## config.mk

```make
export PLATFORM = sky130hd
export DESIGN_NAME = sram_mem_ctrl
export DESIGN_NICKNAME = d
export VERILOG_FILES = /design/src/rtl/sram_mem_ctrl.sv
export SDC_FILE = /design/constraint.sdc
export NUM_CORES = 1
export LEC_CHECK = 0
export CAP_MARGIN = 40
export CORE_UTILIZATION = 40
export DETAILED_ROUTE_END_ITERATION = 10
export PLACE_DENSITY = 0.77
export SYNTH_ARGS = -nofsm -noshare
export SYNTH_HDL_FRONTEND = slang
export SYNTH_SLANG_ARGS = --single-unit
export TNS_END_PERCENT = 50
```

## constraint.sdc

```tcl
create_clock -name clk_50M -period 2.2 [get_ports clk_50M]
set_input_delay 0.66 -clock clk_50M [delete_from_list [all_inputs] [get_ports clk_50M]]
set_output_delay 0.66 -clock clk_50M [all_outputs]
set_load 0.01 [all_outputs]
```

## src/rtl/sram_mem_ctrl.sv

```systemverilog
// Single-port SRAM sequencer: optional data access, then instruction fetch, then a one-cycle DONE.
// Optional one-entry fetch buffer is enabled by defining SRAM_CTRL_FETCH_BUF_EN.
module sram_mem_ctrl #(
  parameter int WAIT_CYCLES = 2,
  parameter int ADDR_BITS   = 20
) (
  input  logic                 clk_50M,
  input  logic                 reset_btn,
  input  logic [31:0]          pc_in,
  output logic [31:0]          instruction,
  input  logic [31:0]          mem_addr,
  input  logic [31:0]          mem_wdata,
  input  logic [4:0]           mem_ctrl_signal,
  output logic [31:0]          mem_rdata,
  output logic                 mem_stall,
  output logic [ADDR_BITS-1:0] ram_addr,
  output logic [31:0]          ram_data_o,
  input  logic [31:0]          ram_data_i,
  output logic                 ram_data_oe,
  output logic [3:0]           ram_be_n,
  output logic                 ram_ce_n,
  output logic                 ram_oe_n,
  output logic                 ram_we_n
);

  typedef enum logic [1:0] {IDLE, DATA, FETCH, DONE} state_t;

  state_t                 state;
  state_t                 state_nxt;
  logic [3:0]             wait_cnt;
  logic                   last_cyc;

  logic [ADDR_BITS-1:0]   pc_word_q;
  logic [ADDR_BITS-1:0]   addr_word_q;
  logic [1:0]             off_q;
  logic [31:0]            wdata_q;
  logic [4:0]             ctrl_q;

  logic                   req_data;
  logic                   req_wr;
  logic                   wr_q;
  logic                   buf_hit_in;
  logic                   buf_hit_q;

  logic [3:0]             wr_be_n;
  logic [31:0]            wr_lanes;
  logic [7:0]             ld_byte;
  logic [15:0]            ld_half;
  logic [31:0]            ld_val;

  logic                   unused_in;

  assign req_wr    = mem_ctrl_signal[3];
  assign req_data  = mem_ctrl_signal[4] | mem_ctrl_signal[3];
  assign wr_q      = ctrl_q[3];
  assign last_cyc  = (wait_cnt == 4'(WAIT_CYCLES - 1));
  assign unused_in = ^{pc_in[31:ADDR_BITS+2], pc_in[1:0], mem_addr[31:ADDR_BITS+2]};

`ifdef SRAM_CTRL_FETCH_BUF_EN
  logic                 buf_vld;
  logic [ADDR_BITS-1:0] buf_addr;
  logic [31:0]          buf_dat;
  logic                 fetch_skip;

  assign buf_hit_in = buf_vld && (buf_addr == pc_in[ADDR_BITS+1:2]);
  assign buf_hit_q  = buf_vld && (buf_addr == pc_word_q);
  assign fetch_skip = (state_nxt == DONE) && (state != FETCH);

  // A write leaving IDLE invalidates before the DATA-end hit check sees buf_vld.
  always_ff @(posedge clk_50M) begin
    if (reset_btn) begin
      buf_vld  <= 1'b0;
      buf_addr <= '0;
      buf_dat  <= '0;
    end else if (state == FETCH && last_cyc) begin
      buf_vld  <= 1'b1;
      buf_addr <= pc_word_q;
      buf_dat  <= ram_data_i;
    end else if (state == IDLE && req_wr && buf_vld &&
                 buf_addr == mem_addr[ADDR_BITS+1:2]) begin
      buf_vld  <= 1'b0;
    end
  end
`else
  assign buf_hit_in = 1'b0;
  assign buf_hit_q  = 1'b0;
`endif

  always_ff @(posedge clk_50M) begin
    if (reset_btn) begin
      state    <= IDLE;
      wait_cnt <= '0;
    end else begin
      state <= state_nxt;
      if ((state == DATA || state == FETCH) && !last_cyc)
        wait_cnt <= wait_cnt + 4'd1;
      else
        wait_cnt <= '0;
    end
  end

  always_comb begin
    state_nxt = state;
    case (state)
      IDLE: begin
        if (req_data)        state_nxt = DATA;
        else if (buf_hit_in) state_nxt = DONE;
        else                 state_nxt = FETCH;
      end
      DATA:    if (last_cyc) state_nxt = buf_hit_q ? DONE : FETCH;
      FETCH:   if (last_cyc) state_nxt = DONE;
      DONE:    state_nxt = IDLE;
      default: state_nxt = IDLE;
    endcase
  end

  // Request is latched every IDLE cycle; the core's inputs are ignored once stalled.
  always_ff @(posedge clk_50M) begin
    if (reset_btn) begin
      pc_word_q   <= '0;
      addr_word_q <= '0;
      off_q       <= '0;
      wdata_q     <= '0;
      ctrl_q      <= '0;
    end else if (state == IDLE) begin
      pc_word_q   <= pc_in[ADDR_BITS+1:2];
      addr_word_q <= mem_addr[ADDR_BITS+1:2];
      off_q       <= mem_addr[1:0];
      wdata_q     <= mem_wdata;
      ctrl_q      <= mem_ctrl_signal;
    end
  end

  always_comb begin
    case (ctrl_q[1:0])
      2'b00: begin
        wr_be_n  = ~(4'b0001 << off_q);
        wr_lanes = {4{wdata_q[7:0]}};
      end
      2'b01: begin
        wr_be_n  = off_q[1] ? 4'b0011 : 4'b1100;
        wr_lanes = {2{wdata_q[15:0]}};
      end
      default: begin
        wr_be_n  = 4'b0000;
        wr_lanes = wdata_q;
      end
    endcase
  end

  always_comb begin
    ld_byte = ram_data_i[8*off_q +: 8];
    ld_half = ram_data_i[16*off_q[1] +: 16];
    case (ctrl_q[1:0])
      2'b00:   ld_val = {{24{ctrl_q[2] & ld_byte[7]}}, ld_byte};
      2'b01:   ld_val = {{16{ctrl_q[2] & ld_half[15]}}, ld_half};
      default: ld_val = ram_data_i;
    endcase
  end

  always_comb begin
    ram_ce_n    = 1'b1;
    ram_oe_n    = 1'b1;
    ram_we_n    = 1'b1;
    ram_be_n    = 4'hF;
    ram_data_oe = 1'b0;
    ram_addr    = '0;
    ram_data_o  = '0;
    case (state)
      DATA: begin
        ram_ce_n = 1'b0;
        ram_addr = addr_word_q;
        if (wr_q) begin
          ram_data_oe = 1'b1;
          ram_we_n    = (wait_cnt == 4'd0);
          ram_be_n    = wr_be_n;
          ram_data_o  = wr_lanes;
        end else begin
          ram_oe_n = 1'b0;
          ram_be_n = 4'h0;
        end
      end
      FETCH: begin
        ram_ce_n = 1'b0;
        ram_oe_n = 1'b0;
        ram_be_n = 4'h0;
        ram_addr = pc_word_q;
      end
      default: ;
    endcase
  end

  assign mem_stall = ~reset_btn & (state != DONE);

  always_ff @(posedge clk_50M) begin
    if (reset_btn) begin
      instruction <= '0;
      mem_rdata   <= '0;
    end else begin
      if (state == DATA && last_cyc)
        mem_rdata <= wr_q ? 32'h0 : ld_val;
      if (state == FETCH && last_cyc)
        instruction <= ram_data_i;
`ifdef SRAM_CTRL_FETCH_BUF_EN
      if (fetch_skip)
        instruction <= buf_dat;
`endif
    end
  end

endmodule

```

==> metrics.md, run 1 <==
| Metric | Value |
|---|---|
| Via count | roughly 6.6k |
| Critical path's largest stage delay | 0.34 ns |
| Detailed Place HPWL | 14.6 mm |
| Antenna Cells | 0 |
| Final period util | 107% |
| Routed len/inst | 17.6 um |
| Gpl congestion | 0.801 |
| Hold Path Sink | instruction[0] |
| Gate power share | 40.7% |
| Critical path start-end classification | flop to output port |
| DRT iter0 DRCs | approximately 410 |
| Clk pin slew, worst setup/hold paths | ~0.07 ns |
| Total global routing overflow | 0 |
| Final WS setup | -0.144 ns |
| Worst skew pair latency | about 0.42 ns |
| Share of cells above drive strength 1 | 23.5% |
| CTS Root Cell | clkbuf_16 |
| Failing checks | setup timing |
| Core ar. | 16,000 sq um |
| Chip height | 131 um |
| Setup TNS | -2.70 ns |
| Final setup violation count | 44 |
| Post-synth top cells | 148 x dfxtp_1, 142 x nor2_1, 119 x nand2_1, 102 x mux2i_1, 58 x a21oi_1 |
| Synth top area share | ~45% |
| Cell Rows | 46 |
| Initial antenna violation count | 0 |
| FF-to-FF path depth | 6 |
| Fin cells | 1,260 |
| Synthesized netlist cell count | 779 |
| Synth Register Bits | around 150 |
| R2r startpoint | ctrl_q[0] |
| Setup crit end kind | output port |
| Mapped Area | 6610 sq um |
| Sw Pwr | slightly below 4 mW |
| Crit path buf inv count | 5 |
| Vias per cell | 5.27 |
| # placed instances | about 1.2k |
| RSZ-0062 raised after global routing | true |
| Synth Warn # | 0 |
| Critical Path RT | 1.54 ns |
| Hold Violations, Final | 0 |
| Hold wc startpoint | instruction[0] |
| Seq/Total Area, Yosys | between 40% and 50% |
| I/O pin count | 260 |
| Largest area contributor in the netlist | dfxtp_1 |
| Initial Utilization | 41.3% |
| Worst slew pin tran | 0.864 ns |
| Peak VDD IR | 0.000795 V |
| Critical Path AT | 1.68 ns |
| CP Cell Sequence | inv_2 -> buf_4 -> ha_4 -> inv_6 -> clkbuf_16 -> nor2_2 -> buf_2 |
| CP Max Fanout | 7 |
| Clock Skew | 0.00817 ns |
| Max-Slew Margin vs Limit | 42.4% |
| Number of synthesized flops with an enable pin | 0 |
| Nets | 1,173 |
| Unique cell type count in the Yosys netlist | 34 |
| Post-Syn Nets | 921 |
| Reg2reg end | mem_rdata[6] |
| Worst path top cell family by delay | buffers and inverters |
| Largest net degree at the start of global routing | 81 |
| CTS tree | yes |
| # clock sinks | 148 |
| Area growth syn-to-layout | 58.9% |
| Outcome | complete, but fails checks |
| Die X-Extent | between 100 and 150 um |
| Top FF cell, synth | dfxtp_1 |
| Buffers added on ports | 237 |
| Seq pwr share | 32.9% |
| Global-route wire length before repair | 32.8 mm |
| Residual DRC count | 0 |
| Switching Share | 36.4% |
| Largest cells by area after synthesis | dfxtp_1 45%, mux2i_1 15%, nor2_1 8.1% |
| Setup crit start kind | flop |
| Clock network power share | 26.4% |
| Num CTS Buffers | 17 |
| Drt total wl | 22.1 mm |
| Antenna viol nets, final | 0 |
| Post-layout min period | 2.34 ns |
| Slew Viols, Final | 0 |
| Lkg Pwr | roughly 4.3 nW |
| Vias in the first global route | 6,242 |
| Avg Inst Size Synth | between 8 and 9 sq um |
| PD cells | a little over 1000 nW/um^2 |
| Deepest clock path buffer count | 2 |
| First-pass detailed-route iteration total | 6 |
| HP Class | flop to flop |
| Worst reg-to-reg setup slack | 0.25 ns |
| Internal power | 6.93 mW |
| Htree depth | 4 |
| Maximum clock rate | 427 MHz |
| Die ar. | 17,100 sq um |
| Async SR Flop Fraction | 0% |
| Total GRT Usage | 25.1% |
| Top-count cell post-synth | dfxtp_1 |
| Max_cap viols | 0 |
| Worst path slowest cell | dfxtp_2 |
| Hold path cells | 2 |
==> worst register-to-register path: stages (launching register included) <==
cell and delay [ns]:
dfxtp_4 0.38, buf_4 0.17, or2b_1 0.24, buf_4 0.18, a21oi_1 0.49, o21ai_0 0.21
a22oi_1 0.22
==> registers in the layout (all words and copies together) (netlist names) <==
signal       count
ctrl_q           4
off_q            2
wait_cnt         4
wdata_q         32
state            2
pc_word_q       20
addr_word_q     20
instruction     32
mem_rdata       32
==> cells in the final DEF (no fill, tap or decap), types with 5 or more instances in the layout <==
cell	count
and3_4	7
a32o_1	16
dfxtp_1	144
buf_6	29
buf_4	40
inv_6	6
inv_1	5
nor2_4	11
a22oi_1	8
nand2b_1	9
a32oi_1	16
buf_2	38
a21oi_2	7
clkdlybuf4s50_1	175
o21ai_1	12
nor2_2	20
o21ai_0	18
mux2i_1	99
a21oi_1	47
buf_12	10
clkbuf_16	20
nand2_1	118
a22oi_2	19
nor2_1	111
==> logic make-up (layout without fill, tap and decap cells) <==
group                      Yosys count  after routing  synth area share (%)
buffers and inverters               75            340                  4.73
AOI/OAI and AO/OA                  153            153                  15.3
DFF                                148            148                  44.8
and+or+nand+nor                    290            290                  17.7
adders and majority gates            7              7                  1.32
xor gates and xnor gates             2              2                 0.265
muxes                              104            104                  15.9
==> repair_timing <==
action,4_1_cts,5_1_grt
pin swaps,23,12
buffers inserted,5,3
gates cloned,1,3
endpoints found under the setup margin,61,60
gates resized for setup,325,66
hold buffers,0,0
==> power by group through the flow <==
stage | clock network (mW) | logic, mW | registers [mW]
6_report | 2.87 | 4.44 | 3.59
5_1_grt | 3.03 | 4.79 | 3.64
4_1_cts | 2.91 | 4.08 | 3.54
3_5_place_dp | 0 | 3.87 | 3.55
3_3_place_gp | 0 | 3.82 | 3.53
2_1_floorplan | 0 | 2.32 | 3.48
==> area by class of cell <==
class                      count  area [sq um]
clock buffer                  18           439
clock inverter                14           141
fill                        1292          5490
inverter                       9          38.8
multi-input combinational    556          3750
sequential                   148          2970
tap                          216           270
timing repair buffer         299          2910
==> through the flow <==
stage | total power, mW | instance area, sq um | util, % | hold slack [ns] | setup slack [ns]
5_1_grt | 11.5 | 10500 | 65.7 | 0.470 | -0.213
3_3_place_gp | 7.35 | 9520 | 59.5 | 0.441 | -0.286
6_report | 10.9 | 10500 | 65.7 | 0.452 | -0.144
2_1_floorplan | 5.80 | 6620 | - | 0.445 | 0.0836
3_5_place_dp | 7.42 | 9520 | 59.5 | 0.446 | -0.313
4_1_cts | 10.5 | 10200 | 63.7 | 0.455 | -0.206
==> metal layers <==
metal / GRT usage [%] / vias to the layer above / share of wire, % / wire, um
met3: 7.74 / 30 / 8.3 / 1840
li1: - / 3187 / - / -
met5: 0 / - / 0 / 0
met2: 42.7 / 268 / 49 / 10900
met1: 30.1 / 3154 / 40 / 8970
met4: 8.18 / 0 / 1.9 / 411
==> worst max-delay path by stage <==
stage                    from            end  depth (start not counted)
2_1_floorplan       reset_btn      mem_stall                          4
3_3_place_gp   ram_data_i[15]  mem_rdata[14]                          5
3_5_place_dp   ram_data_i[15]  mem_rdata[10]                          5
4_1_cts              state[1]    ram_addr[8]                          7
5_1_grt              state[1]   ram_addr[13]                          7
6_report             state[1]   ram_addr[13]                          7
(Power assumes the default switching activity.)
==> run 2, diff against run 1 <==
--- a/config.mk
+++ b/config.mk
@@ -7,8 +7,10 @@
 export LEC_CHECK = 0
 export CAP_MARGIN = 40
 export CORE_UTILIZATION = 40
+export CTS_CLUSTER_SIZE = 30
 export DETAILED_ROUTE_END_ITERATION = 10
 export PLACE_DENSITY = 0.77
+export REMOVE_ABC_BUFFERS = 1
 export SYNTH_ARGS = -nofsm -noshare
 export SYNTH_HDL_FRONTEND = slang
 export SYNTH_SLANG_ARGS = --single-unit
==> run 2 against run 1 <==
  * The flow still finishes with violations (setup timing)
  * Worst hold slack improved by 0.00068 ns
  * First-iteration DRC count fell by 43%
  * Wire length is 1.5% lower
  * Worst setup slack improved by 0.0023 ns
  * Count of clock-buffer cells in the layout unchanged
  * Sequential power about the same
  * Highest routed layer unchanged
==> metrics.md, run 2 (synthesis results as in run 1) <==
| Metric | Value |
|---|---|
| Final Util | 65.9% (was 65.7%) |
| Final setup violation count | 49 (was 44) |
| Buffers added on ports | 237 (unchanged) |
| Setup crit start kind | flop (unchanged) |
| Initial antenna violation count | 0 (unchanged) |
| Initial Utilization | 41.3% (unchanged) |
| Outcome | complete, but fails checks (unchanged) |
| Die X-Extent | 131 um (unchanged) |
| DRT iter0 DRCs | 236 (was 411) |
| Detailed Place HPWL | 14.2 mm (was 14.6 mm) |
| Hold Buf Count CTS | 0 (unchanged) |
| Seq pwr share | 32.7% (was 32.9%) |
| # clock sinks | 148 (unchanged) |
| Largest net degree at the start of global routing | 51 (was 81) |
| RSZ-0062 raised after global routing | true (unchanged) |
| Biggest regs | instruction: 32 flops, mem_rdata: 32 flops, wdata_q: 32 flops (unchanged) |
| Final period util | 106% (was 107%) |
| Final WS setup | -0.142 ns (was -0.144 ns) |
| Switching Share | 36.7% (was 36.4%) |
| Max-Slew Margin vs Limit | 62.4% (was 42.4%) |
| Die ar. | 17,100 sq um (unchanged) |
| Area growth syn-to-layout | 59.5% (was 58.9%) |
| CTS tree | yes (unchanged) |
| Clock Skew | 0.00632 ns (was 0.00817 ns) |
| Sw Pwr | 4.03 mW (was 3.97 mW) |
| Pwr Total | 11.0 mW (was 10.9 mW) |
| Lkg Pwr | 4.36 nW (was 4.33 nW) |
| Critical Path RT | 1.54 ns (about the same) |
| Pre-CTS WS | -0.290 ns (was -0.313 ns) |
| CP Max Fanout | 8 (was 7) |
| Post-layout min period | 2.34 ns (about the same) |
| Vias in the first global route | 6,191 (was 6,242) |
| Vias per cell | 5.22 (was 5.27) |
| Max_cap viols | 0 (unchanged) |
| Peak VDD IR | 0.000670 V (was 0.000795 V) |
| Slew Viols, Final | 0 (unchanged) |
| Internal power | 6.97 mW (was 6.93 mW) |
| Via count | 6,574 (was 6,639) |
| # placed instances | 1,216 (was 1,218) |
| Cell Rows | 46 (unchanged) |
| HP Class | flop to flop (unchanged) |
| Setup crit end kind | output port (unchanged) |
| Clk pin slew, worst setup/hold paths | 0.07 ns (about the same) |
| Hold Violations, Final | 0 (unchanged) |
| Routed len/inst | 17.3 um (was 17.6 um) |
| I/O pin count | 260 (unchanged) |
| Nets | 1,173 (unchanged) |
| Clock network power share | 25.3% (was 26.4%) |
| Antenna Cells | 0 (unchanged) |
| Total global routing overflow | 0 (unchanged) |
| Worst slew pin tran | 0.563 ns (was 0.864 ns) |
| Maximum clock rate | 427 MHz (about the same) |
| CTS Root Cell | clkbuf_16 (unchanged) |
| Num CTS Buffers | 17 (unchanged) |
| Residual DRC count | 0 (unchanged) |
| Worst skew pair latency | 0.43 ns (was 0.42 ns) |
| Commonest non-fill, non-tap cell in the layout | clkdlybuf4s50_1 (unchanged) |
| Total GRT Usage | 24.8% (was 25.1%) |
| Failing checks | setup timing (unchanged) |
| Setup TNS | -3.70 ns (was -2.70 ns) |
| Core ar. | 16,000 sq um (unchanged) |
| First-pass detailed-route iteration total | 4 (was 6) |
| Deepest clock path buffer count | 2 (unchanged) |
| Fin cells | 1,260 (unchanged) |
| Gpl congestion | 0.805 (was 0.801) |
| PD cells | 1040 nW/um^2 (about the same) |
| Share of cells above drive strength 1 | 23.0% (was 23.5%) |
| Global-route wire length before repair | 32.4 mm (was 32.8 mm) |
| Critical path start-end classification | flop to output port (unchanged) |
| Htree depth | 4 (unchanged) |
| Drt total wl | 21.8 mm (was 22.1 mm) |
| Gate power share | 42.0% (was 40.7%) |
| Critical Path AT | 1.68 ns (about the same) |
| Chip height | 131 um (unchanged) |
| Most frequent cells in the layout | 175 x clkdlybuf4s50_1, 144 x dfxtp_1, 118 x nand2_1, 114 x nor2_1, 100 x mux2i_1 (was 175 x clkdlybuf4s50_1, 144 x dfxtp_1, 118 x nand2_1, 111 x nor2_1, 99 x mux2i_1) |
| Antenna viol nets, final | 0 (unchanged) |
==> run 2: path summary, 6_finish.rpt <==
path                                      from  depth (start not counted)  slack [ns]             end
worst max-delay path                  state[1]                          7       -0.14    ram_addr[10]
worst max register to register        off_q[0]                          5        0.27    mem_rdata[8]
worst min-delay path            instruction[0]                          2        0.45  instruction[0]
worst min register to register  instruction[0]                          2        0.45  instruction[0]
==> run 2: layout make-up <==
cell class | instances | area (sq um)
Fill cell | 1328 | 5450
Multi-Input combinational cell | 556 | 3710
Timing Repair Buffer | 299 | 2990
Sequential cell | 148 | 2980
Clock buffer | 18 | 439
Tap cell | 216 | 270
Clock inverter | 14 | 120
Inverter | 9 | 43.8
==> run 2: power by group through the flow <==
stage | registers, mW | logic, mW | clock network (mW)
detailed placement | 3.57 | 3.87 | 0
global placement | 3.56 | 3.82 | 0
CTS | 3.56 | 4.07 | 2.83
global route | 3.66 | 4.97 | 2.94
finish | 3.60 | 4.62 | 2.78
floorplan | 3.37 | 1.89 | 0
==> run 2: per-layer routing <==
layer,track usage [%],vias to the layer above,part of all wire [%]
met5,0,-,0
met4,8.05,0,1.7
met1,29.5,3108,41
li1,-,3192,-
met2,41.4,246,48
met3,8.84,28,8.9
==> run 2: worst max-delay path, cell delays in order, from the launching register on <==
cell,delay (ns)
dfxtp_2,0.36
inv_4,0.05
ha_4,0.19
buf_8,0.15
buf_12,0.14
a22oi_2,0.21
nor2_4,0.04
buf_6,0.12
==> run 2: stage by stage <==
stage                     hold WS [ns]  area, sq um
after floorplan                  0.445         6330
after global placement           0.441         9510
after detailed placement         0.447         9510
after CTS                        0.456        10100
after global routing             0.466        10500
final                            0.453        10500
==> run 2: timing repair <==
item	4_1_cts	5_1_grt
resized for setup	288	104
gates cloned	2	5
setup buffers	1	4
pin swaps	7	30
endpoints found under the setup margin	61	61
